**src/rtl/register_trace_capture.sv**
```systemverilog
// Register write-back trace capture: timestamps CPU register writes into a
// first-word-fall-through FIFO drained over a valid/ready port.
//
// state   | meaning
// --------+---------------------------------------------------------------
// IDLE    | waiting for CaptureEn; writes ignored, stamp held
// CAPTURE | writes pushed with current stamp; stamp advances every cycle
// DRAIN   | halt seen; writes ignored, consumer empties the FIFO
// DONE    | FIFO drained after halt; held until sync_rst
module register_trace_capture #(
    parameter int DATABITWIDTH    = 16,
    parameter int REGADDRBITWIDTH = 4,
    parameter int DEPTH           = 8,
    parameter int STAMPBITWIDTH   = 16,
    parameter int DROPBITWIDTH    = 8
) (
    input  logic                       clk,
    input  logic                       sync_rst,
    input  logic                       clk_en,
    input  logic                       CaptureEn,
    input  logic                       HaltIn,
    input  logic                       RegisterWriteEn_IN,
    input  logic [REGADDRBITWIDTH-1:0] RegisterWriteAddr_IN,
    input  logic [DATABITWIDTH-1:0]    RegisterWriteData_IN,
    output logic                       TraceValid,
    input  logic                       TraceReady,
    output logic [REGADDRBITWIDTH-1:0] TraceAddr,
    output logic [DATABITWIDTH-1:0]    TraceData,
    output logic [STAMPBITWIDTH-1:0]   TraceStamp,
    output logic                       Overflow,
    output logic [DROPBITWIDTH-1:0]    DropCount,
    output logic                       Capturing,
    output logic                       Drained
);
    localparam int PTRW = $clog2(DEPTH);
    localparam int CNTW = PTRW + 1;
    localparam int ENTW = REGADDRBITWIDTH + DATABITWIDTH + STAMPBITWIDTH;

    localparam logic [1:0] ST_IDLE    = 2'd0;
    localparam logic [1:0] ST_CAPTURE = 2'd1;
    localparam logic [1:0] ST_DRAIN   = 2'd2;
    localparam logic [1:0] ST_DONE    = 2'd3;

    logic [1:0]               state;
    logic [ENTW-1:0]          mem [DEPTH];
    logic [PTRW-1:0]          wr_ptr;
    logic [PTRW-1:0]          rd_ptr;
    logic [CNTW-1:0]          count;
    logic [STAMPBITWIDTH-1:0] stamp;
    logic                     full;
    logic                     pop;
    logic                     push_req;
    logic                     push;
    logic                     drop;

    assign full       = (count == CNTW'(DEPTH));
    assign TraceValid = (count != '0);
    assign pop        = TraceValid && TraceReady && clk_en;
    assign push_req   = clk_en && RegisterWriteEn_IN && (state == ST_CAPTURE);
    // A full FIFO still accepts a push when the head leaves in the same cycle.
    assign push       = push_req && (!full || pop);
    assign drop       = push_req && full && !pop;

    assign {TraceAddr, TraceData, TraceStamp} = mem[rd_ptr];
    assign Capturing = (state == ST_CAPTURE);
    assign Drained   = (state == ST_DONE);

    always_ff @(posedge clk) begin
        if (sync_rst) begin
            state     <= ST_IDLE;
            wr_ptr    <= '0;
            rd_ptr    <= '0;
            count     <= '0;
            stamp     <= '0;
            Overflow  <= 1'b0;
            DropCount <= '0;
            for (int i = 0; i < DEPTH; i++) begin
                mem[i] <= '0;
            end
        end else if (clk_en) begin
            if (push) begin
                mem[wr_ptr] <= {RegisterWriteAddr_IN, RegisterWriteData_IN, stamp};
                wr_ptr      <= wr_ptr + PTRW'(1);
            end
            if (pop) begin
                rd_ptr <= rd_ptr + PTRW'(1);
            end
            if (push && !pop) begin
                count <= count + CNTW'(1);
            end else if (!push && pop) begin
                count <= count - CNTW'(1);
            end
            if (drop) begin
                Overflow <= 1'b1;
                if (DropCount != '1) begin
                    DropCount <= DropCount + DROPBITWIDTH'(1);
                end
            end
            case (state)
                ST_IDLE: begin
                    if (CaptureEn) begin
                        state <= ST_CAPTURE;
                        stamp <= '0;
                    end
                end
                ST_CAPTURE: begin
                    stamp <= stamp + STAMPBITWIDTH'(1);
                    if (HaltIn) begin
                        state <= ST_DRAIN;
                    end
                end
                ST_DRAIN: begin
                    if (!TraceValid) begin
                        state <= ST_DONE;
                    end
                end
                default: state <= ST_DONE;
            endcase
        end
    end
endmodule

```
**config.mk**
```make
export PLATFORM = sky130hd
export DESIGN_NAME = register_trace_capture
export DESIGN_NICKNAME = d
export VERILOG_FILES = /design/src/rtl/register_trace_capture.sv
export SDC_FILE = /design/constraint.sdc
export NUM_CORES = 1
export LEC_CHECK = 0
export BUFFER_PORTS_ARGS = -buffer_cell sky130_fd_sc_hd__buf_2
export CORE_ASPECT_RATIO = 1.5
export CORE_MARGIN = 5
export CORE_UTILIZATION = 35
export DETAILED_ROUTE_END_ITERATION = 8
export HOLD_SLACK_MARGIN = 0.1
export PLACE_DENSITY = 0.51
export SLEW_MARGIN = 25
export SYNTH_ARGS = -nofsm -noshare
export SYNTH_HDL_FRONTEND = slang
export SYNTH_SLANG_ARGS = --single-unit
export TNS_END_PERCENT = 5
```
**constraint.sdc**
```tcl
create_clock -name clk -period 3.7 [get_ports clk]
set_input_delay 0.37 -clock clk [delete_from_list [all_inputs] [get_ports clk]]
set_output_delay 0.37 -clock clk [all_outputs]
set_load 0.05 [all_outputs]
```
==> out/results.txt, run 1 <==
Total negative slack -> 0 ns
Max Slew Vio Count -> 0
Drt pass-1 iters -> 5
Vias per cell -> 4.96
Layout area overhead -> 13.9%
Endpoints failing setup -> 0
Max Fclk -> 329 MHz
#FFs+latches synth -> 328
Post-CTS Setup Bufs -> 0
Post-synth top cells -> 291 x and2_1, 288 x edfxtp_1, 72 x mux4_2
Global route total overflow -> 0
Share of post-route cells with drive strength above 1 -> 25.1%
Vias post-DR -> 8140
Total CTS buffers -> 34
Critical-path top delay cell -> dfxtp_4
Clock sink total -> 328
Nets -> 1087
Wire length on met2 -> 18500 um
DP Area -> 15800 sq um
Pwr dens -> 480 nW/um^2
CP Buf/Inv Count -> 2
Hold buffers post-CTS -> 0
Mapped Area -> 14900 sq um
H-tree depth -> 2
Buffers on Ports -> 74
Synth top area share -> 58.1%
Worst hold path class -> input pin to flop
Post-synth ARST share -> 0%
Largest delay share family, worst path -> multiplexers
Placer congestion estimate -> 0.719
CTS root buf -> clkbuf_16
Status -> finished clean
Synth area leaders -> edfxtp_1 58%, and2_1 12%, mux4_2 11%, dfxtp_1 5.4%, mux2_2 2.8%
Tot Pwr -> 0.00813 W
Relative slew margins -> 38.2%
Antenna violations before repair -> 1
Cell Chain, Critical Path -> buf_12 -> mux4_2 -> mux2_2 -> buf_2
Startpoint types -> flop
Setup Crit Path Kind -> flop to primary output
Syn_area_per_cell -> 14.9 sq um
Largest net degree at the start of global routing -> 37
CTS resizes -> 0
Leading area contributor after synthesis -> edfxtp_1
WP data arrival -> 2.67 ns
Worst Path Required -> 3.33 ns
Die height -> 263 um
Number of global-route vias before repair -> 8781
CTS max path bufs -> 3
Library cells used by synthesis -> 50
Clock transition at path regs -> 0.06 ns
Met3 WL -> 1370 um
Post-Route WL -> 36100 um
HPWL after DPL -> 19900 um
Count leader, synth -> and2_1
Core area -> 42000 sq um
Full die area -> 46900 sq um
GRT Total Usage -> 15.5%
Crit. End Element -> primary output
Yosys warns -> 0
Fillers -> 3840
Insertion delay to the later sink of the worst-skew pair -> 0.52 ns
Fin. Hold Viols -> 0
Initial DRC Count -> 590
EDFF count, synth -> 288
CTS tree -> done
First-pass GRT wire length -> 54900 um
Final antenna-violating net count -> 0
Post-synth top flop -> edfxtp_1
Starting Density -> 35.4%
Final worst path period share -> 82.2%
Die Width -> 178 um
Lkg Pwr -> 6.08 nW
Peak supply drop -> 0.000252 V
Top Layer Used -> met4
DR WL/cell -> 22.0 um
Crit path largest cell delay -> 0.69 ns
Worst Clk Skew -> 0.0202 ns
Sequential area share after synthesis -> 63.5%
Design area -> 17000 sq um
Slew @ Worst Pin -> 0.920 ns
RSZ-0062 raised after global routing -> false
# DRC -> 0
Met1 wire length -> 15600 um
# IOs -> 75
Row cnt -> 92
Max Cap Viol -> 0
Post-Syn Instances -> 997
CP Max Fanout -> 31
Post-Syn Nets -> 1032
Min Tclk post-route -> 3.04 ns
path summary, 6_finish.rpt:
path,from,to,slack [ns],cells past startpoint
min,HaltIn,state[1]$_SDFFE_PP0P_,0.14,3
max reg2reg,count[0]$_SDFFE_PP0P_,count[3]$_SDFFE_PP0P_,0.79,10
max,flop,TraceStamp[6],0.66,4
min reg2reg,Overflow$_SDFFE_PP0P_,Overflow$_SDFFE_PP0P_,0.47,2
state kept, by name (all words and copies together), names as in the netlist, named ones only:
signal,count
stamp,16
count,4
DropCount,8
mem,288
wr_ptr,3
state,2
Overflow,1
rd_ptr,3
power by group:
group / leakage [nW] / switching, W / total (W) / internal (W)
combinational: 2.25 / 0.000306 / 0.000466 / 0.000160
clock: 0.544 / 0.00142 / 0.00350 / 0.00207
sequential: 3.28 / 0.0000437 / 0.00417 / 0.00413
total: 6.08 / 0.00177 / 0.00813 / 0.00636
layer usage:
layer | track usage, % | vias up
met4 | 3.65 | 0
li1 | - | 3771
met3 | 2.17 | 37
met2 | 26.8 | 158
met1 | 20.6 | 4174
met5 | 0 | -
kinds of logic after synthesis:
group           after synthesis  synth area share (%)
compound gates               44                  1.84
xor+xnor                     12                 0.706
fa+ha+maj                     8                 0.723
buf+inv                      84                  2.61
flops                       328                  63.5
mux                         113                  14.0
simple gates                408                  16.7
final cells by class:
type / count / area [sq um] / share of cell area [%]
inverters: 5 / 18.8 / 0.111
clock inverters: 16 / 181 / 1.07
multi-input cells: 585 / 5050 / 29.8
flip-flops and latches: 328 / 9460 / 55.8
repair buffers: 98 / 601 / 3.54
diodes: 1 / 2.50 / 0.0148
clock buffers: 44 / 940 / 5.54
well taps: 564 / 706 / 4.16
placed cells by master (no fill, tap or decap), types with 7 or more instances in the layout:
cell and n:
xnor2_1 11, or2_2 10, edfxtp_1 288, clkinv_1 7, nor3_1 7, or3_1 11
mux4_2 72, a21oi_1 18, ha_1 7, clkbuf_16 35, nand3_1 13, mux2_2 37
nand2_1 12, buf_2 74, o21ai_0 8, buf_4 20, nor2_1 26, and2_1 291
dfxtp_1 37
worst min-delay path, stage by stage:
cell     delay (ns)
buf_2          0.09
a31oi_1        0.07
nor2_1         0.08
through the flow:
stage	setup slack [ns]	std cells	hold WS, ns	utilization (%)
6_report	0.659	1641	0.144	40.4
5_1_grt	0.502	1641	0.154	40.4
4_1_cts	0.574	1640	0.115	40.4
3_5_place_dp	0.832	1580	0.461	37.7
3_3_place_gp	0.874	1580	0.452	37.7
2_1_floorplan	0.672	997	0.454	-
(Power assumes the default switching activity.)
==> run 2: changes to the inputs <==
- clock period: 3.7 -> 2.8 ns (I/O delays scaled with it)
==> run 2 against run 1 <==
Clock power increased by 26%. Critical endpoint unchanged. Combinational power increased by 41%. Sequential share of layout area down 0.45 points. Core utilization up 0.34 points. Power is 30% higher. Register-to-register slack lost 0.66 ns. Largest power group unchanged. Count of clock-buffer cells in the layout down 1. Non-clock buffer count increased by 19. Worst setup slack worse by 0.54 ns. Final cell count up 1.2%. Critical path type unchanged. Die area stayed put. Global-route usage grew 0.15 points.
==> out/results.txt, run 2 (synthesis gave the netlist of run 1 again) <==
Status -> finished clean (unchanged)
Global route total overflow -> 0 (unchanged)
First-pass GRT wire length -> 55700 um (was 54900 um)
Worst Clk Skew -> 0.0170 ns (was 0.0202 ns)
Nets -> 1107 (was 1087)
Crit path largest cell delay -> 0.54 ns (was 0.69 ns)
Commonest non-fill, non-tap cell in the layout -> and2_1 (unchanged)
WP data arrival -> 2.40 ns (was 2.67 ns)
Total negative slack -> 0 ns (unchanged)
Final worst path period share -> 95.6%
Largest net degree at the start of global routing -> 37 (unchanged)
Min Hold Slack -> 0.129 ns (was 0.144 ns)
Setup Crit Path Kind -> flop to primary output (unchanged)
H-tree depth -> 2 (unchanged)
Post-Route WL -> 36000 um (was 36100 um)
Critical-path top delay cell -> mux4_2 (was dfxtp_4)
Total CTS buffers -> 35 (was 34)
Min Tclk post-route -> 2.68 ns
CTS tree -> done (unchanged)
Die Width -> 178 um (unchanged)
Endpoints failing setup -> 0 (unchanged)
Initial DRC Count -> 461 (was 590)
Antenna violations before repair -> 0 (was 1)
Largest delay share family, worst path -> multiplexers (unchanged)
Die height -> 263 um (unchanged)
Pwr dens -> 617 nW/um^2 (was 480 nW/um^2)
CP Buf/Inv Count -> 2 (unchanged)
CP Max Fanout -> 12 (was 31)
Lkg Pwr -> 6.17 nW (was 6.08 nW)
# IOs -> 75 (unchanged)
CTS root buf -> clkbuf_16 (unchanged)
# DRC -> 0 (unchanged)
Clock transition at path regs -> 0.06 ns (about the same)
Startpoint types -> flop (unchanged)
Clock sink total -> 328 (unchanged)
HPWL after DPL -> 20600 um (was 19900 um)
Vias per cell -> 4.94 (was 4.96)
Row cnt -> 92 (unchanged)
GRT Total Usage -> 15.7% (was 15.5%)
Drt pass-1 iters -> 4 (was 5)
Cell Chain, Critical Path -> buf_4 -> mux4_2 -> mux2_2 -> buf_2 (was buf_12 -> mux4_2 -> mux2_2 -> buf_2)
Worst Path Required -> 2.52 ns (was 3.33 ns)
Relative slew margins -> 56.0% (was 38.2%)
Full die area -> 46900 sq um (unchanged)
Vias post-DR -> 8206 (was 8140)
CTS max path bufs -> 3 (unchanged)
Core area -> 42000 sq um (unchanged)
Fin. Hold Viols -> 0 (unchanged)
Placer congestion estimate -> 0.707 (was 0.719)
RSZ-0062 raised after global routing -> false (unchanged)
Max Fclk -> 373 MHz
Largest register FFs -> 288 (unchanged)
DR WL/cell -> 21.7 um (was 22.0 um)
Insertion delay to the later sink of the worst-skew pair -> 0.52 ns (about the same)
Starting Density -> 35.4% (unchanged)
Leading cell types in the layout, fill and taps excluded -> 291 x and2_1, 288 x edfxtp_1, 74 x buf_2 (unchanged)
Max Slew Vio Count -> 0 (unchanged)
Crit. End Element -> primary output (unchanged)
Max Cap Viol -> 0 (unchanged)
Number of global-route vias before repair -> 8984 (was 8781)
Share of post-route cells with drive strength above 1 -> 27.1% (was 25.1%)
Most flop-heavy register -> mem (unchanged)
Worst hold path class -> input pin to flop (unchanged)
Pre-CTS setup slack -> 0.0595 ns (was 0.832 ns)
Layout area overhead -> 14.8% (was 13.9%)
Buffers on Ports -> 74 (unchanged)
Slew @ Worst Pin -> 0.660 ns (was 0.920 ns)
Peak supply drop -> 0.000408 V (was 0.000252 V)
Fillers -> 3831 (was 3840)
Setup WS post-layout -> 0.122 ns (was 0.659 ns)
Top flop regs -> mem: 288 flops, stamp: 16 flops, DropCount: 8 flops (unchanged)
Final antenna-violating net count -> 0 (unchanged)
-- run 2: cell types whose count changed in the layout (fill, tap and decap cells not counted), sizes merged --
| cell | delta |
|---|---|
| inv | -1 |
| bufinv | -3 |
| buf | +18 |
| clkbuf | -1 |
| dlygate4sd3 | +1 |
| clkinv | +5 |
-- run 2: stage by stage --
step	area [sq um]	total power [W]	util, %	instances
4_1_cts	17100	0.0107	40.7	1659
3_5_place_dp	16000	0.00628	38.1	1598
5_1_grt	17100	0.0109	40.7	1659
2_1_floorplan	14900	0.00602	-	997
3_3_place_gp	16000	0.00627	38.1	1598
6_report	17100	0.0106	40.7	1660
-- run 2: final cells by class --
type | count | area, sq um | share of cell area, %
multi-input cells | 585 | 5060 | 29.6
clock inverters | 17 | 119 | 0.695
diodes | 1 | 2.50 | 0.0146
flip-flops and latches | 328 | 9460 | 55.3
clock buffers | 43 | 948 | 5.55
repair buffers | 117 | 783 | 4.58
well taps | 564 | 706 | 4.13
inverters | 5 | 18.8 | 0.110
-- run 2: layer usage --
metal | wire (um) | vias to the layer above | part of all wire [%] | GRT usage (%)
li1 | - | 3821 | - | -
met1 | 14700 | 4175 | 41 | 19.8
met2 | 19000 | 159 | 53 | 28.1
met3 | 1470 | 51 | 4.1 | 2.32
met4 | 748 | 0 | 2.1 | 3.94
met5 | 0 | - | 0 | 0
-- run 2: power by group --
part / switching, W / leakage, nW / total (W) / internal (W)
logic: 0.000422 / 2.36 / 0.000656 / 0.000234
clock network: 0.00190 / 0.527 / 0.00440 / 0.00250
registers: 0.0000448 / 3.28 / 0.00550 / 0.00545
total: 0.00236 / 6.17 / 0.0106 / 0.00819
-- run 2: worst register-to-register path: cells and delay by family, from the launching register on --
kind | cells | cell delay [ns]
buf+inv | 2 | 0.14
fa+ha+maj | 2 | 0.46
flops | 1 | 0.33
simple gates | 2 | 0.73
compound gates | 2 | 0.34
mux | 2 | 0.55
-- run 2: timing repair --
item,4_1_cts,5_1_grt
setup buffers,0,0
hold buffers,1,0
endpoints found under the setup margin,0,1
endpoints found under the hold margin,2,0
resized for setup,0,5
-- run 2: final timing paths --
| path | cells past startpoint | startpoint | endpoint | slack [ns] |
|---|---|---|---|---|
| max | 4 | flop | TraceStamp[6] | 0.12 |
| min | 2 | RegisterWriteData_IN[15] | mem[3][31]$_SDFFCE_PN0P_ | 0.13 |
| max reg2reg | 10 | count[3]$_SDFFE_PP0P_ | count[3]$_SDFFE_PP0P_ | 0.13 |
| min reg2reg | 2 | Overflow$_SDFFE_PP0P_ | Overflow$_SDFFE_PP0P_ | 0.48 |
==> run 3: changes to the inputs <==
- ABC_AREA: default -> 1
- CTS_CLUSTER_SIZE: default -> 14
==> run 3 against run 2 <==
Clock power down 4%. Synthesized area down 1.4%. Count of clock-buffer cells in the layout up 1. Largest cell class unchanged. Combinational power up 45%. Synthesized cell count up 48%. Sequential share of layout area up 0.61 points. Critical path depth up 4. Worst hold slack better by 0.0030 ns.
==> out/results.txt, run 3 <==
Largest register FFs -> 288 (unchanged)
Critical-path top delay cell -> dfxtp_4 (was mux4_2)
Full die area -> 46200 sq um (was 46900 sq um)
Final antenna-violating net count -> 0 (unchanged)
Slew @ Worst Pin -> 0.730 ns (was 0.660 ns)
Share of power burned in registers -> 51.7% (was 52.1%)
Startpoint types -> flop (unchanged)
Clock sink total -> 328 (unchanged)
HPWL after DPL -> 23200 um (was 20600 um)
CTS root buf -> clkbuf_16 (unchanged)
Mapped Area -> 14700 sq um (was 14900 sq um)
Largest net degree at the start of global routing -> 81 (was 37)
Setup Crit Path Kind -> flop to primary output (unchanged)
Post-synth ARST share -> 0% (unchanged)
Library cells used by synthesis -> 30 (was 50)
Core area -> 41800 sq um (was 42000 sq um)
Sequential area share after synthesis -> 64.4% (was 63.5%)
Vias per cell -> 4.98 (was 4.94)
CTS tree -> done (unchanged)
Crit path capture -> TraceStamp[2] (was TraceStamp[6])
Synth area leaders -> edfxtp_1 59%, nor2_1 12%, dfxtp_1 5.5%, o21ai_0 5.5%, nand2_1 4.8% (was edfxtp_1 58%, and2_1 12%, mux4_2 11%, dfxtp_1 5.4%, mux2_2 2.8%)
Drt pass-1 iters -> 4 (unchanged)
#FFs+latches synth -> 328 (unchanged)
Min Hold Slack -> 0.132 ns (was 0.129 ns)
Max Slew Vio Count -> 0 (unchanged)
Count leader, synth -> nor2_1 (was and2_1)
Crit path largest cell delay -> 0.50 ns (was 0.54 ns)
Post-Syn Instances -> 1478 (was 997)
Post-synth top cells -> 485 x nor2_1, 288 x edfxtp_1, 188 x nand2_1 (was 291 x and2_1, 288 x edfxtp_1, 72 x mux4_2)
Max Fclk -> 380 MHz (was 373 MHz)
Post-Route WL -> 40200 um (was 36000 um)
Worst R2R Start -> count[1]$_SDFFE_PP0P_ (was count[3]$_SDFFE_PP0P_)
H-tree depth -> 2 (unchanged)
Starting Density -> 35.1% (was 35.4%)
Crit. End Element -> primary output (unchanged)
Global route total overflow -> 0 (unchanged)
Row cnt -> 92 (unchanged)
Total CTS buffers -> 34 (was 35)
Pwr dens -> 632 nW/um^2 (was 617 nW/um^2)
DR WL/cell -> 18.8 um (was 21.7 um)
Total negative slack -> 0 ns (unchanged)
DP Area -> 15900 sq um (was 16000 sq um)
Leading area contributor after synthesis -> edfxtp_1 (unchanged)
Peak supply drop -> 0.000428 V (was 0.000408 V)
Cell Chain, Critical Path -> buf_12 -> nor2_1 -> nor2_1 -> o21ai_0 -> o21ai_0 -> nand2_1 -> nand2_1 -> buf_2 (was buf_4 -> mux4_2 -> mux2_2 -> buf_2)
Cell internal pwr -> 0.00805 W (was 0.00819 W)
Nets -> 1582 (was 1107)
Number of global-route vias before repair -> 10923 (was 8984)
Yosys warns -> 0 (unchanged)
EDFF count, synth -> 288 (unchanged)
Die height -> 261 um (was 263 um)
Fillers -> 4088 (was 3831)
Clock transition at path regs -> 0.06 ns (about the same)
Clock power share -> 39.4% (was 41.7%)
Max Cap Viol -> 0 (unchanged)
WP data arrival -> 2.35 ns (was 2.40 ns)
Worst R2R End -> count[3]$_SDFFE_PP0P_ (unchanged)
Post-Syn Nets -> 1513 (was 1032)
# DRC -> 0 (unchanged)
Placer congestion estimate -> 0.753 (was 0.707)
Antenna violations before repair -> 0 (unchanged)
Die Width -> 177 um (was 178 um)
Logic pwr share -> 8.9% (was 6.2%)
Fin. Hold Viols -> 0 (unchanged)
Layout area overhead -> 15.2% (was 14.8%)
Final worst path period share -> 94.1% (was 95.6%)
Initial DRC Count -> 640 (was 461)
First-pass GRT wire length -> 62200 um (was 55700 um)
Endpoints failing setup -> 0 (unchanged)
Worst-case reg-to-reg path depth -> 13 (was 10)
Leading cell types in the layout, fill and taps excluded -> 485 x nor2_1, 288 x edfxtp_1, 180 x nand2_1 (was 291 x and2_1, 288 x edfxtp_1, 74 x buf_2)
Min Tclk post-route -> 2.63 ns (was 2.68 ns)
Share of post-route cells with drive strength above 1 -> 11.5% (was 27.1%)
CP Max Fanout -> 80 (was 12)
Top flop regs -> mem: 288 flops, stamp: 16 flops, DropCount: 8 flops (unchanged)
Vias post-DR -> 10613 (was 8206)
R2R setup slack -> 0.63 ns (was 0.13 ns)
Lkg Pwr -> 6.40 nW (was 6.17 nW)
Non-filler cells in the finished layout -> 2132 (was 1660)
Antenna cells -> 0 (was 1)
Relative slew margins -> 51.3% (was 56.0%)
Most flop-heavy register -> mem (unchanged)
Post-synth top flop -> edfxtp_1 (unchanged)
Worst Path Required -> 2.52 ns (about the same)
GRT Total Usage -> 17.4% (was 15.7%)
Synth top area share -> 58.9% (was 58.1%)
Status -> finished clean (unchanged)
Insertion delay to the later sink of the worst-skew pair -> 0.52 ns (about the same)
Sw Share -> 24.7% (was 22.4%)
Design area -> 16900 sq um (was 17100 sq um)
CTS max path bufs -> 3 (unchanged)
Sw power -> 0.00264 W (was 0.00236 W)
Syn_area_per_cell -> 9.93 sq um (was 14.9 sq um)
Commonest non-fill, non-tap cell in the layout -> nor2_1 (was and2_1)
WHS Path Cells -> 2 (unchanged)
Placed Cells -> 2073 (was 1598)
# IOs -> 75 (unchanged)
RSZ-0062 raised after global routing -> false (unchanged)
Worst Clk Skew -> 0.0161 ns (was 0.0170 ns)
Buffers on Ports -> 74 (unchanged)
Worst hold path class -> input pin to flop (unchanged)
## run 3: cell count changes in the layout (fill, tap and decap cells not counted), moves of 17 or more
cell,change
mux2i_1,+32
and2_1,-291
nor2_1,+459
nand2_1,+168
mux2_2,-37
o22ai_1,+36
inv_1,+56
clkinv_1,+17
mux4_2,-72
o21ai_0,+152
## run 3: stage by stage
stage                     utilization, %  power [W]  setup WS [ns]
after floorplan                        -    0.00625          0.308
after global placement              38.0    0.00658          0.614
after detailed placement            38.0    0.00659          0.600
after CTS                           40.4     0.0108          0.120
after global routing                40.5     0.0111        0.00702
final                               40.5     0.0107          0.165
## run 3: critical path, delay by kind of cell (launching register included)
family,cells,cell delay [ns]
flip-flops,1,0.50
buffers and inverters,2,0.66
AO/OA/AOI/OAI,2,0.18
AND/OR/NAND/NOR,4,0.42
## run 3: repair_timing
action / CTS / global route
gates resized for setup: 0 / 0
hold buffers: 1 / 0
endpoints found under the hold margin: 2 / 0
setup endpoints to repair: 0 / 1
setup buffers: 0 / 1
## run 3: cell families after synthesis
logic type	Yosys count	synth area share (%)
flip-flops	328	64.4
XOR/XNOR	4	0.239
AND/OR/NAND/NOR	721	19.7
buffers and inverters	155	4.28
adder cells (fa/ha/maj)	8	0.733
multiplexers	36	2.46
AO/OA/AOI/OAI	226	8.17
## run 3: worst min path at each step
stage | start | to | slack (ns)
final | sync_rst | stamp[1]$_SDFFE_PP0P_ | 0.13
after global routing | sync_rst | stamp[1]$_SDFFE_PP0P_ | 0.13
after CTS | sync_rst | stamp[1]$_SDFFE_PP0P_ | 0.11
after detailed placement | rd_ptr[2]$_SDFFE_PP0P_ | flop | 0.45
after global placement | rd_ptr[2]$_SDFFE_PP0P_ | flop | 0.44
after floorplan | rd_ptr[2]$_SDFFE_PP0P_ | flop | 0.43
## run 3: routing by layer
layer	GRT usage (%)	part of all wire [%]
met5	0	0
met4	4.67	2.1
met3	2.29	3.7
met1	20.7	40
met2	32.7	54
## run 3: area by class of cell
type,count,area [sq um],share of cell area [%]
tap,564,706,4.17
clock inverter,13,63.8,0.377
sequential,328,9460,55.9
timing repair buffer,113,848,5.02
inverter,75,283,1.67
clock buffer,44,931,5.51
multi-input combinational,995,4620,27.3
## run 3: power by group through the flow
stage | logic (W) | clock network [W] | registers, W
after floorplan | 0.000646 | 0 | 0.00561
after global placement | 0.000952 | 0 | 0.00563
after detailed placement | 0.000958 | 0 | 0.00563
after CTS | 0.000961 | 0.00431 | 0.00553
after global routing | 0.00105 | 0.00452 | 0.00554
final | 0.000953 | 0.00421 | 0.00552
